[src/rtl/mtimer.sv]
`default_nettype none
// ============================================================================
//  Module      : mtimer
//  Description : Memory-mapped RISC-V machine timer (mtime / mtimecmp) that
//                sits on the core's data-memory slave port. It has a
//                programmable prescaler and a level-sensitive machine timer
//                interrupt that drives core_top.irq_timer_i.
//
//  Register map (word offset addr_i[2:0], upper address bits alias):
//      0 : MTIME_LO      mtime[31:0]
//      1 : MTIME_HI      mtime[63:32]
//      2 : MTIMECMP_LO   mtimecmp[31:0]
//      3 : MTIMECMP_HI   mtimecmp[63:32]
//      4 : CTRL          bit0 = EN, bits[8+DIV_W-1:8] = DIV, others read 0
//      5..7              unmapped: read 0, writes ignored
//
//  Ports:
//      clk_i        in   1       clock
//      rstn_i       in   1       asynchronous active-low reset
//      ena_i        in   1       slave select from the address decoder
//      read_i       in   1       read strobe, qualified by ena_i
//      addr_i       in   ADDR_W  word address (only [2:0] decoded)
//      wsel_byte_i  in   4       byte write enables
//      wdata_i      in   32      write data
//      rdata_o      out  32      registered read data (1-cycle latency)
//      irq_timer_o  out  1       machine timer interrupt, registered level
//
//  Revision    : 1.0 - initial release
// ============================================================================
module mtimer #(
    parameter int ADDR_W = 30,
    parameter int DIV_W  = 8
) (
    input  logic              clk_i,
    input  logic              rstn_i,
    input  logic              ena_i,
    input  logic              read_i,
    input  logic [ADDR_W-1:0] addr_i,
    input  logic [3:0]        wsel_byte_i,
    input  logic [31:0]       wdata_i,
    output logic [31:0]       rdata_o,
    output logic              irq_timer_o
);

    // ------------------------------------------------------------------------
    // Register offsets and reset values
    // ------------------------------------------------------------------------
    localparam logic [2:0]  c_OFF_MTIME_LO    = 3'd0;
    localparam logic [2:0]  c_OFF_MTIME_HI    = 3'd1;
    localparam logic [2:0]  c_OFF_MTIMECMP_LO = 3'd2;
    localparam logic [2:0]  c_OFF_MTIMECMP_HI = 3'd3;
    localparam logic [2:0]  c_OFF_CTRL        = 3'd4;

    localparam logic [63:0] c_MTIMECMP_RST    = 64'hFFFF_FFFF_FFFF_FFFF;

    // ------------------------------------------------------------------------
    // State
    // ------------------------------------------------------------------------
    logic [63:0]      r_mtime;
    logic [63:0]      r_mtimecmp;
    logic             r_en;
    logic [DIV_W-1:0] r_div;
    logic [DIV_W-1:0] r_pcnt;
    logic [31:0]      r_rdata;
    logic             r_irq;

    // ------------------------------------------------------------------------
    // Access decode
    // ------------------------------------------------------------------------
    logic [2:0]       w_off;
    logic             w_rd;
    logic             w_wr;
    logic             w_wr_mtime_lo;
    logic             w_wr_mtime_hi;
    logic             w_wr_cmp_lo;
    logic             w_wr_cmp_hi;
    logic             w_wr_ctrl;

    assign w_off         = addr_i[2:0];
    assign w_rd          = ena_i & read_i;
    assign w_wr          = ena_i & (|wsel_byte_i);
    assign w_wr_mtime_lo = w_wr && (w_off == c_OFF_MTIME_LO);
    assign w_wr_mtime_hi = w_wr && (w_off == c_OFF_MTIME_HI);
    assign w_wr_cmp_lo   = w_wr && (w_off == c_OFF_MTIMECMP_LO);
    assign w_wr_cmp_hi   = w_wr && (w_off == c_OFF_MTIMECMP_HI);
    assign w_wr_ctrl     = w_wr && (w_off == c_OFF_CTRL);

    // Upper address bits are deliberately not decoded, so the register block
    // aliases throughout its decoder window.
    generate
        if (ADDR_W > 3) begin : g_addr_alias
            logic w_unused_addr_hi;
            assign w_unused_addr_hi = ^addr_i[ADDR_W-1:3];
        end
    endgenerate

    // Byte-lane merge: each enabled lane takes the new byte, others keep old.
    function automatic logic [31:0] f_merge(
        input logic [31:0] old_word,
        input logic [31:0] new_word,
        input logic [3:0]  be
    );
        logic [31:0] res;
        res = old_word;
        for (int b = 0; b < 4; b++) begin
            if (be[b]) begin
                res[8*b +: 8] = new_word[8*b +: 8];
            end
        end
        return res;
    endfunction

    // ------------------------------------------------------------------------
    // Prescaler
    // ------------------------------------------------------------------------
    logic             w_tick;
    logic [DIV_W-1:0] w_pcnt_nxt;

    assign w_tick = r_en && (r_pcnt == r_div);

    always_comb begin
        w_pcnt_nxt = r_pcnt;
        if (w_wr_ctrl) begin
            // Reprogramming the divider restarts the prescale period cleanly.
            w_pcnt_nxt = '0;
        end else if (r_en) begin
            w_pcnt_nxt = w_tick ? '0 : r_pcnt + DIV_W'(1);
        end
    end

    // ------------------------------------------------------------------------
    // CTRL write data. DIV occupies bits starting at 8, so each DIV bit is
    // steered by the byte lane that contains it.
    // ------------------------------------------------------------------------
    logic             w_en_nxt;
    logic [DIV_W-1:0] w_div_wr;

    assign w_en_nxt = (w_wr_ctrl && wsel_byte_i[0]) ? wdata_i[0] : r_en;

    generate
        for (genvar i = 0; i < DIV_W; i++) begin : g_div_bits
            localparam int c_LANE = (8 + i) / 8;
            assign w_div_wr[i] = wsel_byte_i[c_LANE] ? wdata_i[8+i] : r_div[i];
        end
    endgenerate

    // ------------------------------------------------------------------------
    // mtime / mtimecmp next state
    // ------------------------------------------------------------------------
    logic [63:0] w_mtime_nxt;
    logic [63:0] w_mtimecmp_nxt;

    always_comb begin
        w_mtime_nxt = r_mtime;
        if (w_wr_mtime_lo || w_wr_mtime_hi) begin
            // A software write to mtime wins over the tick: the written bytes
            // are merged into the un-incremented value.
            if (w_wr_mtime_lo) begin
                w_mtime_nxt[31:0]  = f_merge(r_mtime[31:0], wdata_i, wsel_byte_i);
            end
            if (w_wr_mtime_hi) begin
                w_mtime_nxt[63:32] = f_merge(r_mtime[63:32], wdata_i, wsel_byte_i);
            end
        end else if (w_tick) begin
            w_mtime_nxt = r_mtime + 64'd1;
        end
    end

    always_comb begin
        w_mtimecmp_nxt = r_mtimecmp;
        if (w_wr_cmp_lo) begin
            w_mtimecmp_nxt[31:0]  = f_merge(r_mtimecmp[31:0], wdata_i, wsel_byte_i);
        end
        if (w_wr_cmp_hi) begin
            w_mtimecmp_nxt[63:32] = f_merge(r_mtimecmp[63:32], wdata_i, wsel_byte_i);
        end
    end

    // ------------------------------------------------------------------------
    // Read mux (current register values, i.e. read-before-write)
    // ------------------------------------------------------------------------
    logic [31:0] w_ctrl_word;
    logic [31:0] w_rd_mux;

    always_comb begin
        w_ctrl_word             = '0;
        w_ctrl_word[0]          = r_en;
        w_ctrl_word[8 +: DIV_W] = r_div;
    end

    always_comb begin
        w_rd_mux = '0;
        case (w_off)
            c_OFF_MTIME_LO:    w_rd_mux = r_mtime[31:0];
            c_OFF_MTIME_HI:    w_rd_mux = r_mtime[63:32];
            c_OFF_MTIMECMP_LO: w_rd_mux = r_mtimecmp[31:0];
            c_OFF_MTIMECMP_HI: w_rd_mux = r_mtimecmp[63:32];
            c_OFF_CTRL:        w_rd_mux = w_ctrl_word;
            default:           w_rd_mux = '0;
        endcase
    end

    // ------------------------------------------------------------------------
    // Registers
    // ------------------------------------------------------------------------
    always_ff @(posedge clk_i or negedge rstn_i) begin
        if (!rstn_i) begin
            r_mtime    <= '0;
            r_mtimecmp <= c_MTIMECMP_RST;
            r_en       <= 1'b1;
            r_div      <= '0;
            r_pcnt     <= '0;
            r_rdata    <= '0;
            r_irq      <= 1'b0;
        end else begin
            r_mtime    <= w_mtime_nxt;
            r_mtimecmp <= w_mtimecmp_nxt;
            r_pcnt     <= w_pcnt_nxt;
            r_en       <= w_en_nxt;
            if (w_wr_ctrl) begin
                r_div <= w_div_wr;
            end
            if (w_rd) begin
                r_rdata <= w_rd_mux;
            end
            // Compare uses the values held before this edge, so the interrupt
            // follows the condition by exactly one cycle.
            r_irq      <= (r_mtime >= r_mtimecmp);
        end
    end

    assign rdata_o     = r_rdata;
    assign irq_timer_o = r_irq;

endmodule
`default_nettype wire

[config.mk]
export PLATFORM = sky130hd
export DESIGN_NAME = mtimer
export DESIGN_NICKNAME = d
export VERILOG_FILES = /design/src/rtl/mtimer.sv
export SDC_FILE = /design/constraint.sdc
export NUM_CORES = 1
export LEC_CHECK = 0
export CORE_UTILIZATION = 30
export DETAILED_ROUTE_END_ITERATION = 7
export SLEW_MARGIN = 20
export SYNTH_ARGS = -nofsm -noshare
export SYNTH_HDL_FRONTEND = slang
export SYNTH_SLANG_ARGS = --single-unit
[constraint.sdc]
create_clock -name clk_i -period 2.4 [get_ports clk_i]
set_input_delay 0.48 -clock clk_i [delete_from_list [all_inputs] [get_ports clk_i]]
set_output_delay 0.48 -clock clk_i [all_outputs]
set_load 0.01 [all_outputs]
==> results of run 1 <==
[area by class of cell]
cell class                 instances  area (um2)
clock inverter                    15         138
multi-input combinational        937        6240
tap                              468         586
clock buffer                      17         425
timing repair buffer             285        2550
sequential                       178        4540
inverter                          71         267
fill                            3619       22000
[state kept, by name, indices dropped and copies added, names as in the netlist]
name         cells
r_mtime         64
r_mtimecmp      64
rdata_o         32
r_div            8
r_pcnt           8
irq_timer_o      1
r_en             1
[per-stage QoR]
step / instances / setup WS (ps) / hold WS [ps]
2_1_floorplan: 1262 / 298 / 184
3_3_place_gp: 1934 / -619 / 466
3_5_place_dp: 1934 / -424 / 468
4_1_cts: 1967 / -22.5 / 491
5_1_grt: 1971 / -29.6 / 523
6_report: 1971 / 55.1 / 486
[cells in the final DEF, fill, tap and decap left out, types with 31 or more instances in the layout]
cell / Yosys / routed
o22a_1: 48 / 48
ha_1: 66 / 61
dfstp_2: 65 / 65
inv_1: 71 / 69
nand4_1: 35 / 35
a22o_1: 31 / 31
clkdlybuf4s50_1: 0 / 72
buf_4: 2 / 192
nand3_1: 39 / 37
dfrtp_1: 113 / 109
nor2_1: 75 / 74
a21oi_1: 93 / 92
o21ai_0: 124 / 124
nand2_1: 160 / 160
[where the power goes]
group | internal, W | switching, W | total [W] | leakage (nW)
Clock | 0.00138 | 0.00142 | 0.00280 | 0.281
Combinational | 0.00166 | 0.00201 | 0.00367 | 3.79
Sequential | 0.00382 | 0.000588 | 0.00441 | 2.14
Total | 0.00686 | 0.00402 | 0.0109 | 6.21
[synthesized netlist by cell type (4+ instances only)]
library cell,count
a32oi_1,5
a41oi_1,8
nand3_2,4
nand3_1,39
nor4_1,13
clkbuf_1,45
a221oi_1,19
a22o_1,31
mux2_2,11
o21ai_0,124
o22a_1,48
and3_1,26
a31oi_1,26
nor2_1,75
and2_1,5
o21a_1,6
nand2_1,160
inv_1,71
a21o_1,7
or3_1,4
and3_2,7
a21oi_1,93
nor3_1,12
o22ai_1,14
buf_1,6
nand4_1,35
xor2_1,7
buf_2,19
nor4_4,4
o21ba_2,6
dfstp_2,65
mux4_2,7
dfrtp_1,113
ha_1,66
nand3b_1,5
a22oi_1,18
a211oi_1,4
[per-layer routing]
layer	track usage, %	vias to the layer above	wire length [um]
met1	31.0	5492	19000
met2	35.2	469	19200
li1	-	5134	-
met5	0	-	0
met3	3.73	65	2920
met4	6.71	0	929
[final timing paths]
| path | from | to | cells past startpoint |
|---|---|---|---|
| min in group asynchronous | rstn_i | r_pcnt[0] | 2 |
| min | rdata_o[16] | rdata_o[16] | 2 |
| max reg2reg | r_mtime[0] | r_mtime[48] | 8 |
| max in group asynchronous | rstn_i | r_mtimecmp[62] | 3 |
| max | wsel_byte_i[0] | r_mtime[17] | 8 |
| min reg2reg | rdata_o[16] | rdata_o[16] | 2 |
[cell families (layout without fill, tap and decap cells)]
family                   Yosys count  count (layout)
XOR/XNOR                           8               8
multiplexers                      21              21
buffers and inverters            147             388
AO/OA/AOI/OAI                    425             425
flip-flops                       178             178
AND/OR/NAND/NOR                  417             417
adder cells (fa/ha/maj)           66              66
[repair_timing]
action	CTS	global route
buffers inserted	0	4
resized for setup	2	23
endpoints found under the hold margin	33	0
endpoints found under the setup margin	11	34
hold buffers	1	0
pin swaps	5	9
[tightest hold or removal path: cells and delay by family, from the launching register on]
kind | cells | cell delay (ps)
compound gates | 1 | 60
simple gates | 1 | 50
flops | 1 | 350
==> reports/qor.csv, run 1 <==
stage,metric,value,unit
outcome,status,completed,
global_routing,grt_usage,22.2,%
global_routing,antenna_found_initial,0,
sta,finalHoldViolations,0,
sta,tightestPinTransition,814,ps
sta,fin_tns_setup,0,ps
yosys,postSynthAreaPerCell,8.92,um2
routing,viasPerCell,5.66,
worst_setup_path,slowest_delay,560,ps
yosys,yosysWarnings,0,
routing,wire_per_inst,21.3,um
yosys,synth_ff_type,dfrtp_1,
layout,syn_to_final_growth,31.1,%
routing,ant_nets,0,
yosys,yosys.cell_types.count,68,
routing,first_iter_violations,1062,
layout,stdcell_area,14800,um2
worst_setup_path,cp_max_fo,16,
cts,cts.sinks,178,
cts,cts-root-buf,clkbuf_16,
yosys,synth_seq_cells,178,
yosys,yosys.area_share.simple,18.8,%
yosys,yosysSeqAreaShare,40.3,%
die,die_h,196,um
global_routing,grt_max_degree,63,
place,gpl.final_weighted_congestion,0.944,
sta,period_share,97.7,%
yosys,synth_edf_count,0,
place,port_buffers,75,
sta,slew_headroom,45.5,%
die,dieArea,38300,um2
worst_setup_path,cp-end-kind,register,
place,dp.final_hpwl,32200,um
layout,drive_gt1_share,25.7,%
die,fp.dieW,196,um
sta,slew_viol_final,0,
hold_path,hold_path_class,reg -> reg,
worst_setup_path,crit_required,2750,ps
power_and_ir_drop,finalPower,0.0109,W
worst_setup_path,crit_slowest_cell,or4_1,
layout,final_util,40.1,%
cts,clock_latency,460,ps
sta,fmax,0.426,GHz
run,drv_cap,0,
worst_setup_path,critical_path_class,in -> reg,
yosys,synth_largest_area_cell,dfrtp_1,
worst_setup_path,critical-path-top-delay-family,simple AND/OR/NAND/NOR gates,
cts,cts-buffers-inserted,17,
yosys,synth_compound_area_share,24.7,%
place,placed_area,14000,um2
die,pin_count,103,
yosys,muxShareOfSynthArea,2.77,%
yosys,syn-cell-area,11300,um2
sta,clock_skew,14.3,ps
yosys,async_reset_ff_share,100,%
yosys,synthAdderAreaFrac,7.34,%
sta,finalSetupViolCount,0,
power_and_ir_drop,power.density,737,nW/um2
sta,period_minus_slack,2340,ps
global_routing,grt_pass1_wl,64300,um
worst_setup_path,worstPathBufferInverterCount,3,
global_routing,overflow,0,
worst_setup_path,cp_cell_sequence,clkdlybuf4s50_1 > or4_1 > buf_4 > nand3_4 > buf_4 > and3_1 > a21oi_1 > o22a_1,
cts,h-tree-depth,4,
yosys,synthesis.nets,1398,
power_and_ir_drop,peakVddDrop,450,uV
worst_setup_path,critPathLaunchType,input port,
die,start_util,30.6,%
yosys,synth_top_cell_area_share,25.1,%
layout,n_antenna_cell,0,
global_routing,grt_pass1_vias,10696,
power_and_ir_drop,p_leak,6.21,nW
yosys,synth_top_family_by_area,compound AO/OA/AOI/OAI gates,
die,core,36800,um2
layout,final_nets,1626,
routing,post-route-drc-count,0,
yosys,yosys.area_share.xor_xnor,0.623,%
worst_setup_path,r2r_setup_slack,60,ps
yosys,synth_area_leaders,"dfrtp_1, dfstp_2, ha_1",
cts,cts_tree,built,
yosys,synthCells,1262,
die,row_count,70,
cts,clkTransAtPathRegs,80,ps
cts,clockBufferDepth,2,
routing,first_pass_iters,7,
routing,drt-total-wl,42000,um
worst_setup_path,cp.arrival,2690,ps
worst_setup_path,cp_common_cell,buf_4,
routing,vias,11160,
Power figures use the tool's default switching activity.
==> run 2, diff against run 1 <==
Settings changed: GPL_TIMING_DRIVEN set to 1.
==> results of run 2 <==
Final layout, timing and power as in run 1 (identical DEF).
==> run 3, diff against run 2 <==
Settings changed: CTS_BUF_LIST set to sky130_fd_sc_hd__clkbuf_2 sky130_fd_sc_hd__clkbuf_4 sky130_fd_sc_hd__clkbuf_8.
==> run 3 against run 2 <==
Via count about the same. Non-clock buffer count unchanged. Design area down 1.3%. Die area unchanged. Clock-buffer cell count unchanged. Global-route usage down 0.13 points. Critical endpoint is now r_mtime[43]. Sequential cell count unchanged.
==> reports/qor.csv, run 3 (same netlist as run 1, synthesis figures left out) <==
stage,metric,value,unit
outcome,status,completed,
global_routing,overflow,0,
power_and_ir_drop,p_leak,6.12,nW
global_routing,antenna_found_initial,0,
layout,drive_gt1_share,25.7,%
routing,first_pass_iters,5,
sta,slew_viol_final,0,
global_routing,grt_pass1_vias,10690,
hold_path,hold_depth,2,
worst_setup_path,slowest_delay,440,ps
sta,slew_headroom,44.9,%
place,place_inst,1934,
die,start_util,30.6,%
run,drv_cap,0,
hold_path,hold_path_end,rdata_o[16],
cts,clkTransAtPathRegs,110,ps
hold_path,min-delay-start,rdata_o[16],
global_routing,grt_usage,22.1,%
layout,fin_cells,1971,
layout,syn_to_final_growth,29.4,%
routing,first_iter_violations,1187,
worst_setup_path,cp_max_fo,4,
cts,cts-root-buf,clkbuf_8,
global_routing,grt_max_degree,63,
cts,clockBufferDepth,2,
sta,period_minus_slack,2350,ps
cts,cts.sinks,178,
worst_setup_path,cp.arrival,2730,ps
sta,tightestPinTransition,823,ps
die,pin_count,103,
routing,post-route-drc-count,0,
sta,rsz0062_at_grt,yes,
routing,drt-total-wl,41800,um
layout,final_nets,1626,
die,fp.dieW,196,um
worst_setup_path,critPathLaunchType,register,
sta,finalHoldViolations,0,
worst_setup_path,cp_cell_sequence,nand4_1 > nor4_4 > buf_4 > nand4_1 > buf_4 > nor2_1 > a31oi_1 > o22a_1,
sta,period_share,97.8,%
die,row_count,70,
routing,viasPerCell,5.66,
layout,final_common_cell,buf_4,
layout,n_antenna_cell,0,
power_and_ir_drop,power.density,697,nW/um2
cts,clock_latency,510,ps
worst_setup_path,r2r_start,r_mtime[17],
worst_setup_path,rr_endpoint,r_mtime[43],
cts,cts_tree,built,
die,die_h,196,um
routing,ant_nets,0,
power_and_ir_drop,peakVddDrop,342,uV
worst_setup_path,crit_required,2780,ps
worst_setup_path,cp-end-kind,register,
sta,worst_slack,52.6,ps
place,post-place-ws,-424,ps
place,dp.final_hpwl,32200,um
place,port_buffers,75,
routing,vias,11165,
sta,finalSetupViolCount,0,
place,gpl.final_weighted_congestion,0.944,
die,core,36800,um2
sta,clock_skew,19.4,ps
cts,h-tree-depth,4,
worst_setup_path,crit_slowest_cell,dfrtp_1,
worst_setup_path,r2r_setup_slack,50,ps
global_routing,grt_pass1_wl,64100,um
sta,fmax,0.426,GHz
cts,cts-buffers-inserted,17,
hold_path,hold_path_class,reg -> reg,
die,dieArea,38300,um2
layout,final_cell_mix,"buf_4, nand2_1, o21ai_0",
routing,wire_per_inst,21.2,um
worst_setup_path,reg2reg_depth,8,
worst_setup_path,critical_path_class,reg -> reg,
==> run 3: changes by cell type in the layout (fill, tap and decap cells not counted), sizes merged <==
cell / before / now
clkdlybuf4s50: 72 / 73
dlymetal6s2s: 2 / 1
==> run 3: what timing repair did <==
action / CTS / global route
endpoints found under the hold margin: 33 / 0
hold buffers: 1 / 0
setup buffers: 1 / 3
pin swaps: 5 / 10
gates resized for setup: 2 / 24
setup endpoints to repair: 11 / 30
==> run 3: area by class of cell <==
cell class | instances | area, um2
repair buffers | 285 | 2550
clock buffers | 17 | 234
fillers | 3637 | 22200
inverters | 71 | 267
multi-input cells | 937 | 6250
well taps | 468 | 586
flip-flops and latches | 178 | 4540
clock inverters | 15 | 138
==> run 3: worst max-delay path by stage <==
| stage | from | cells past startpoint | endpoint |
|---|---|---|---|
| floorplan | addr_i[0] | 6 | r_div[0] |
| global placement | wsel_byte_i[1] | 8 | r_mtime[34] |
| detailed placement | wsel_byte_i[1] | 8 | r_mtime[17] |
| CTS | r_mtimecmp[34] | 7 | irq_timer_o |
| global route | r_mtime[0] | 7 | r_mtime[62] |
| finish | r_mtime[17] | 8 | r_mtime[43] |
==> run 3: report_power, final <==
part | total, W | internal (W) | switching (W)
registers | 0.00440 | 0.00382 | 0.000588
logic | 0.00366 | 0.00166 | 0.00200
clock network | 0.00209 | 0.000766 | 0.00132
==> run 3: stage by stage <==
stage	util [%]	hold WS (ps)	cell area, um2	TNS, ps	total power, W
2_1_floorplan	-	184	11300	0	0.00622
3_3_place_gp	38.1	466	14000	-31920	0.00785
3_5_place_dp	38.1	468	14000	-24000	0.00796
4_1_cts	39.2	487	14400	-20.1	0.0101
5_1_grt	39.6	498	14600	-254	0.0108
6_report	39.6	494	14600	0	0.0102
==> run 3: metal layers <==
layer  routed length [um]  vias up  share of wire (%)  global-route usage [%]
met4                 1040        0                2.5                    6.74
met3                 3000       70                7.2                    3.44
met1                18900     5440                 45                    31.0
met5                    0        -                  0                       0
li1                     -     5138                  -                       -
met2                18900      517                 45                    35.0
==> run 3: critical path, delay by kind of cell, from the launching register on <==
| kind | cells | cell delay [ps] |
|---|---|---|
| buf+inv | 2 | 410 |
| flops | 1 | 440 |
| simple gates | 4 | 1050 |
| compound gates | 2 | 320 |
==> edit 1, RTL diff (config.mk and constraints of run 3) <==
The output `irq_timer_o` loses its register stage (`r_irq` becomes a continuous assignment).
--- a/src/rtl/mtimer.sv
+++ b/src/rtl/mtimer.sv
@@ -211,7 +211,6 @@
             r_div      <= '0;
             r_pcnt     <= '0;
             r_rdata    <= '0;
-            r_irq      <= 1'b0;
         end else begin
             r_mtime    <= w_mtime_nxt;
             r_mtimecmp <= w_mtimecmp_nxt;
@@ -225,9 +224,10 @@
             end
             // Compare uses the values held before this edge, so the interrupt
             // follows the condition by exactly one cycle.
-            r_irq      <= (r_mtime >= r_mtimecmp);
-        end
-    end
+        end
+    end
+
+    assign r_irq = (r_mtime >= r_mtimecmp);
 
     assign rdata_o     = r_rdata;
     assign irq_timer_o = r_irq;
Check against the original RTL: not equivalent (a bounded check fails within 4 cycles, from zero or initial values and one cycle with rstn_i low).
==> edit 1 against run 3 <==
  * The run now ends with negative setup slack left
  * Synthesized area shrank 0.22%
  * Design area grew 4.6%
  * Global-route usage increased by 0.27 points
  * Synthesized cell count about the same
  * Worst setup slack worse by 0.95 ns
  * Fmax decreased by 29%
  * Sequential share of layout area down 1.6 points
  * Sequential cell count is 1 lower
  * Wire length rose by 1.4%
  * Hold slack improved by 0.00059 ns
  * Total power is 8.3% higher
  * Critical path depth stayed put
==> edit 1: results (changes against run 3) <==
* Total Routing Usage GR at 22.37% (+0.27 points)
* DP Cell Count at 1995 (+3.2%)
* Synth Warn # at 0 (unchanged)
* Routed wire length at 42390 µm (+1.4%)
* Synth top cells by count: 160 x nand2_1, 124 x o21ai_0, 112 x dfrtp_1
* Placer Congestion at 0.9377 (-0.71%)
* CTS max path bufs at 2 (unchanged)
* Root buffer cell: clkbuf_8
* Synth cell types at 68 (unchanged)
* Number of buffer cells added on primary ports at 75 (unchanged)
* CP Max Fanout at 2 (-2)
* Setup ws final at -0.8948 ns (-0.9474 ns)
* Synth area leaders: dfrtp_1 25%, dfstp_2 15%, ha_1 7.4%
* Final nets at 1691 (+4.0%)
* Status: finished with violations
* Initial antenna violation count at 1 (+1)
* Vias in the first global route at 10929 (+2.2%)
* Hpwl dp at 32690 µm (+1.6%)
* DRT Pass-1 Iters at 5 (unchanged)
* Mapped Nets at 1397 (-0.072%)
* Final setup fails at 1 (+1)
* Total leakage power at 0.006514 µW (+6.4%)
* Vias per cell at 5.568 (-1.7%)
* Global-route wire length before repair at 64840 µm (+1.2%)
* Post-DR wirelength/cell at 20.82 µm (-1.8%)
* Fraction of layout cells with a size suffix above 1 at 29.21% (+3.5 points)
* Sequential share of the synthesized area at 40.17% (-0.13 points)
* Critical Path AT at 2.81 ns (+0.08 ns)
* Clock skew at 0.01952 ns (+0.0001481 ns)
* Cells after Synth at 1261 (-0.079%)
* Failing checks: negative setup slack
* Cell Area, Placed at 0.01453 mm² (+3.6%)
* Peak supply drop at 0.0003613 V (+5.7%)
* Initial DRC Count at 1086 (-8.5%)
* Slew of the pin with the lowest slew margin at 0.7190 ns (-0.1043 ns)
* Async set or reset register ratio after synthesis at 100.0% (unchanged)
-- edit 1: changes by cell type after synthesis, sizes merged --
cell,change
dfrtp,-1
-- edit 1: metal layers --
metal / vias to the layer above / part of all wire, % / global-route usage (%)
met5: - / 0.021 / 0
met4: 2 / 2.3 / 7.291
met3: 71 / 6.1 / 3.264
met2: 453 / 46 / 35.48
met1: 5544 / 45 / 31.15
li1: 5266 / - / -
-- edit 1: timing repair --
action / 4_1_cts / 5_1_grt
pin swaps: 11 / 14
endpoints found under the hold margin: 43 / 0
setup buffers: 4 / 6
hold buffers: 1 / 0
gates resized for setup: 16 / 27
endpoints found under the setup margin: 13 / 22
-- edit 1: stage by stage --
stage          hold slack (ns)  setup TNS, ns  power (µW)  setup slack, ns
2_1_floorplan           0.1844       -0.02054        6214         -0.02054
3_3_place_gp            0.4663         -27.82        8336          -0.7885
3_5_place_dp            0.4741         -27.58        8424          -0.7989
4_1_cts                 0.4957        -0.8948       10900          -0.8948
5_1_grt                 0.5280         -1.017       11630           -1.017
6_report                0.4942        -0.8948       10990          -0.8948
-- edit 1: final cells by class --
class,count,area (µm²)
fill,3563,21460
multi-input combinational,937,6339
sequential,177,4511
timing repair buffer,351,3099
tap,468,585.6
clock buffer,22,277.8
inverter,71,266.5
clock inverter,10,158.9
-- edit 1: critical path: stages, from the launching register on --
cell and delay (ns):
dfstp_2 0.56, inv_2 0.05, ha_4 0.26, nand4_1 0.15, nor4_2 0.30, nand2_1 0.12, or3_1 0.37, o211ai_1 0.30
buf_2 0.20
-- edit 1: report_power, final --
| part | leakage, µW | total, µW | switching (µW) | internal (µW) |
|---|---|---|---|---|
| registers | 0.00213 | 4270 | 482 | 3790 |
| logic | 0.00416 | 4320 | 2240 | 2080 |
| clock network | 0.000220 | 2400 | 1190 | 1200 |
-- edit 1: logic make-up (layout without fill, tap and decap cells) --
kind of cell / Yosys count / count (layout) / share of synthesized area (%)
compound gates: 425 / 425 / 24.76
xor+xnor: 8 / 8 / 0.6240
fa+ha+maj: 66 / 66 / 7.354
buf+inv: 147 / 454 / 5.504
flops: 177 / 177 / 40.17
mux: 21 / 21 / 2.774
simple gates: 417 / 417 / 18.82
-- edit 1: final timing paths --
check | startpoint | to | slack (ns) | depth (start not counted)
min in group asynchronous | rstn_i | r_pcnt[4] | 0.54 | 2
max in group asynchronous | rstn_i | r_mtimecmp[63] | 1.10 | 3
max | r_mtimecmp[34] | irq_timer_o | -0.89 | 8
min | rdata_o[27] | rdata_o[27] | 0.49 | 2
min reg2reg | rdata_o[27] | rdata_o[27] | 0.49 | 2
max reg2reg | r_mtime[15] | r_mtime[48] | 0.05 | 8
==> edit 2, RTL diff (settings of run 3) <==
Without the edit above. Register the output `rdata_o` once more, with the module's reset; this adds one clock of latency there. The other outputs are not delayed to match. Comments in the files are not updated.
--- a/src/rtl/mtimer.sv
+++ b/src/rtl/mtimer.sv
@@ -229,7 +229,13 @@
         end
     end
 
-    assign rdata_o     = r_rdata;
+    always_ff @(posedge clk_i or negedge rstn_i) begin
+        if (!rstn_i) begin
+            rdata_o <= '0;
+        end else begin
+            rdata_o <= r_rdata;
+        end
+    end
     assign irq_timer_o = r_irq;
 
 endmodule
Behaviour: not the same (a bounded check fails within 4 cycles, from zero or initial values and one cycle with rstn_i low).
==> edit 2 against run 3 <==
  * The flow now finishes with violations (negative setup slack)
  * Critical path depth fell by 1
  * Synthesized area rose by 5.9%
  * Design area rose by 9.3%
  * Count of clock-buffer cells in the layout rose by 53
  * Worst setup slack got worse by 0.060 ns
  * Clock skew rose by 0.0062 ns
  * Synthesized cell count rose by 2.3%
  * Wire length fell by 0.42%
  * Total power rose by 24%
  * Sequential cell count rose by 32
  * Combinational power rose by 1%
  * Non-clock buffer count rose by 7
==> edit 2: results (changes against run 3) <==
* Hold path cells at 0 (-2)
* Initial DRC Count at 970 (-18%)
* Vias per cell at 5.385 (-4.9%)
* TNS Setup at -0.007602 ns (-0.007602 ns)
* Sequential share of the synthesized area at 44.75% (+4.5 points)
* Met1 global-route usage at 28.04% (-2.9 points)
* Hpwl dp at 31780 µm (-1.2%)
* Hold path startpoint: r_rdata[29]
* CP max stage delay at 0.53 ns (+0.09 ns)
* Synth Area in XOR/XNOR at 0.6611% (+0.039 points)
* Worst-Skew Late Latency at 0.57 ns (+0.06 ns)
* Setup ws final at -0.007602 ns (-0.06022 ns)
* Vias in the first global route at 11271 (+5.4%)
* Worst-path clk slew at 0.06 ns (-0.05 ns)
* R2R depth at 7 (-1)
* Met2 usage at 32.88% (-2.1 points)
* Final setup fails at 1 (+1)
* Fraction of layout cells with a size suffix above 1 at 25.90% (+0.15 points)
* Filler cells at 3835 (+5.4%)
* H-tree depth at 2 (-2)
* Final nets at 1684 (+3.6%)
* Post-DR wirelength/cell at 19.85 µm (-6.4%)
* Sw Share at 33.19% (-5.3 points)
* Top delay family on crit path: compound AO/OA/AOI/OAI gates
* Post-synthesis compound-gate area fraction at 24.88% (+0.18 points)
* Placer Congestion at 0.9623 (+1.9%)
* Peak supply drop at 0.0003066 V (-10%)
* Setup WS pre-CTS at -0.2708 ns (+0.1533 ns)
* Status: finished with violations
* Failing checks: negative setup slack
* Reg2reg end: irq_timer_o
* Max-slew headroom at 53.26% (+8.3 points)
* CP max stage cell: dfstp_2
## edit 2: repair_timing
action	4_1_cts	5_1_grt
endpoints found under the hold margin	28	0
pin swaps	6	4
hold buffers	1	0
setup buffers	2	1
endpoints found under the setup margin	1	14
gates resized for setup	9	7
## edit 2: cell type report
cell class	instances	area, µm²	share of cell area [%]
clock buffer	70	844.6	5.307
clock inverter	3	26.28	0.1651
inverter	76	285.3	1.793
multi-input combinational	928	6110	38.39
sequential	210	5338	33.54
tap	518	648.1	4.073
timing repair buffer	292	2663	16.73
## edit 2: worst max-delay path by stage
| stage | slack, ns | end | cells past startpoint |
|---|---|---|---|
| floorplan | 0.14 | irq_timer_o | 8 |
| finish | -0.008 | irq_timer_o | 7 |
| CTS | 0.002 | irq_timer_o | 7 |
| global route | -0.06 | irq_timer_o | 11 |
| detailed placement | -0.27 | r_rdata[1] | 8 |
| global placement | -0.26 | r_rdata[1] | 8 |
## edit 2: power by group through the flow
stage          registers, µW  clock network (µW)  logic, µW
2_1_floorplan           5030                   0       1800
3_3_place_gp            5070                   0       3490
3_5_place_dp            5090                   0       3580
6_report                5060                3800       3710
5_1_grt                 5150                4060       4140
4_1_cts                 5050                3910       3670
## edit 2: stage by stage
stage,util [%],hold WS [ns],std cells,cell area [µm²]
after detailed placement,38.28,0.3622,2020,14900
after global placement,38.28,0.3595,2020,14900
after floorplan,-,0.1844,1291,11920
final,40.89,0.3728,2097,15910
after global routing,40.89,0.3886,2097,15910
after CTS,40.77,0.3756,2096,15870
## edit 2: routing by layer
metal,vias up,share of wire (%)
met5,-,0
li1,5316,-
met2,388,46
met3,92,6.3
met1,5496,44
met4,0,3.7
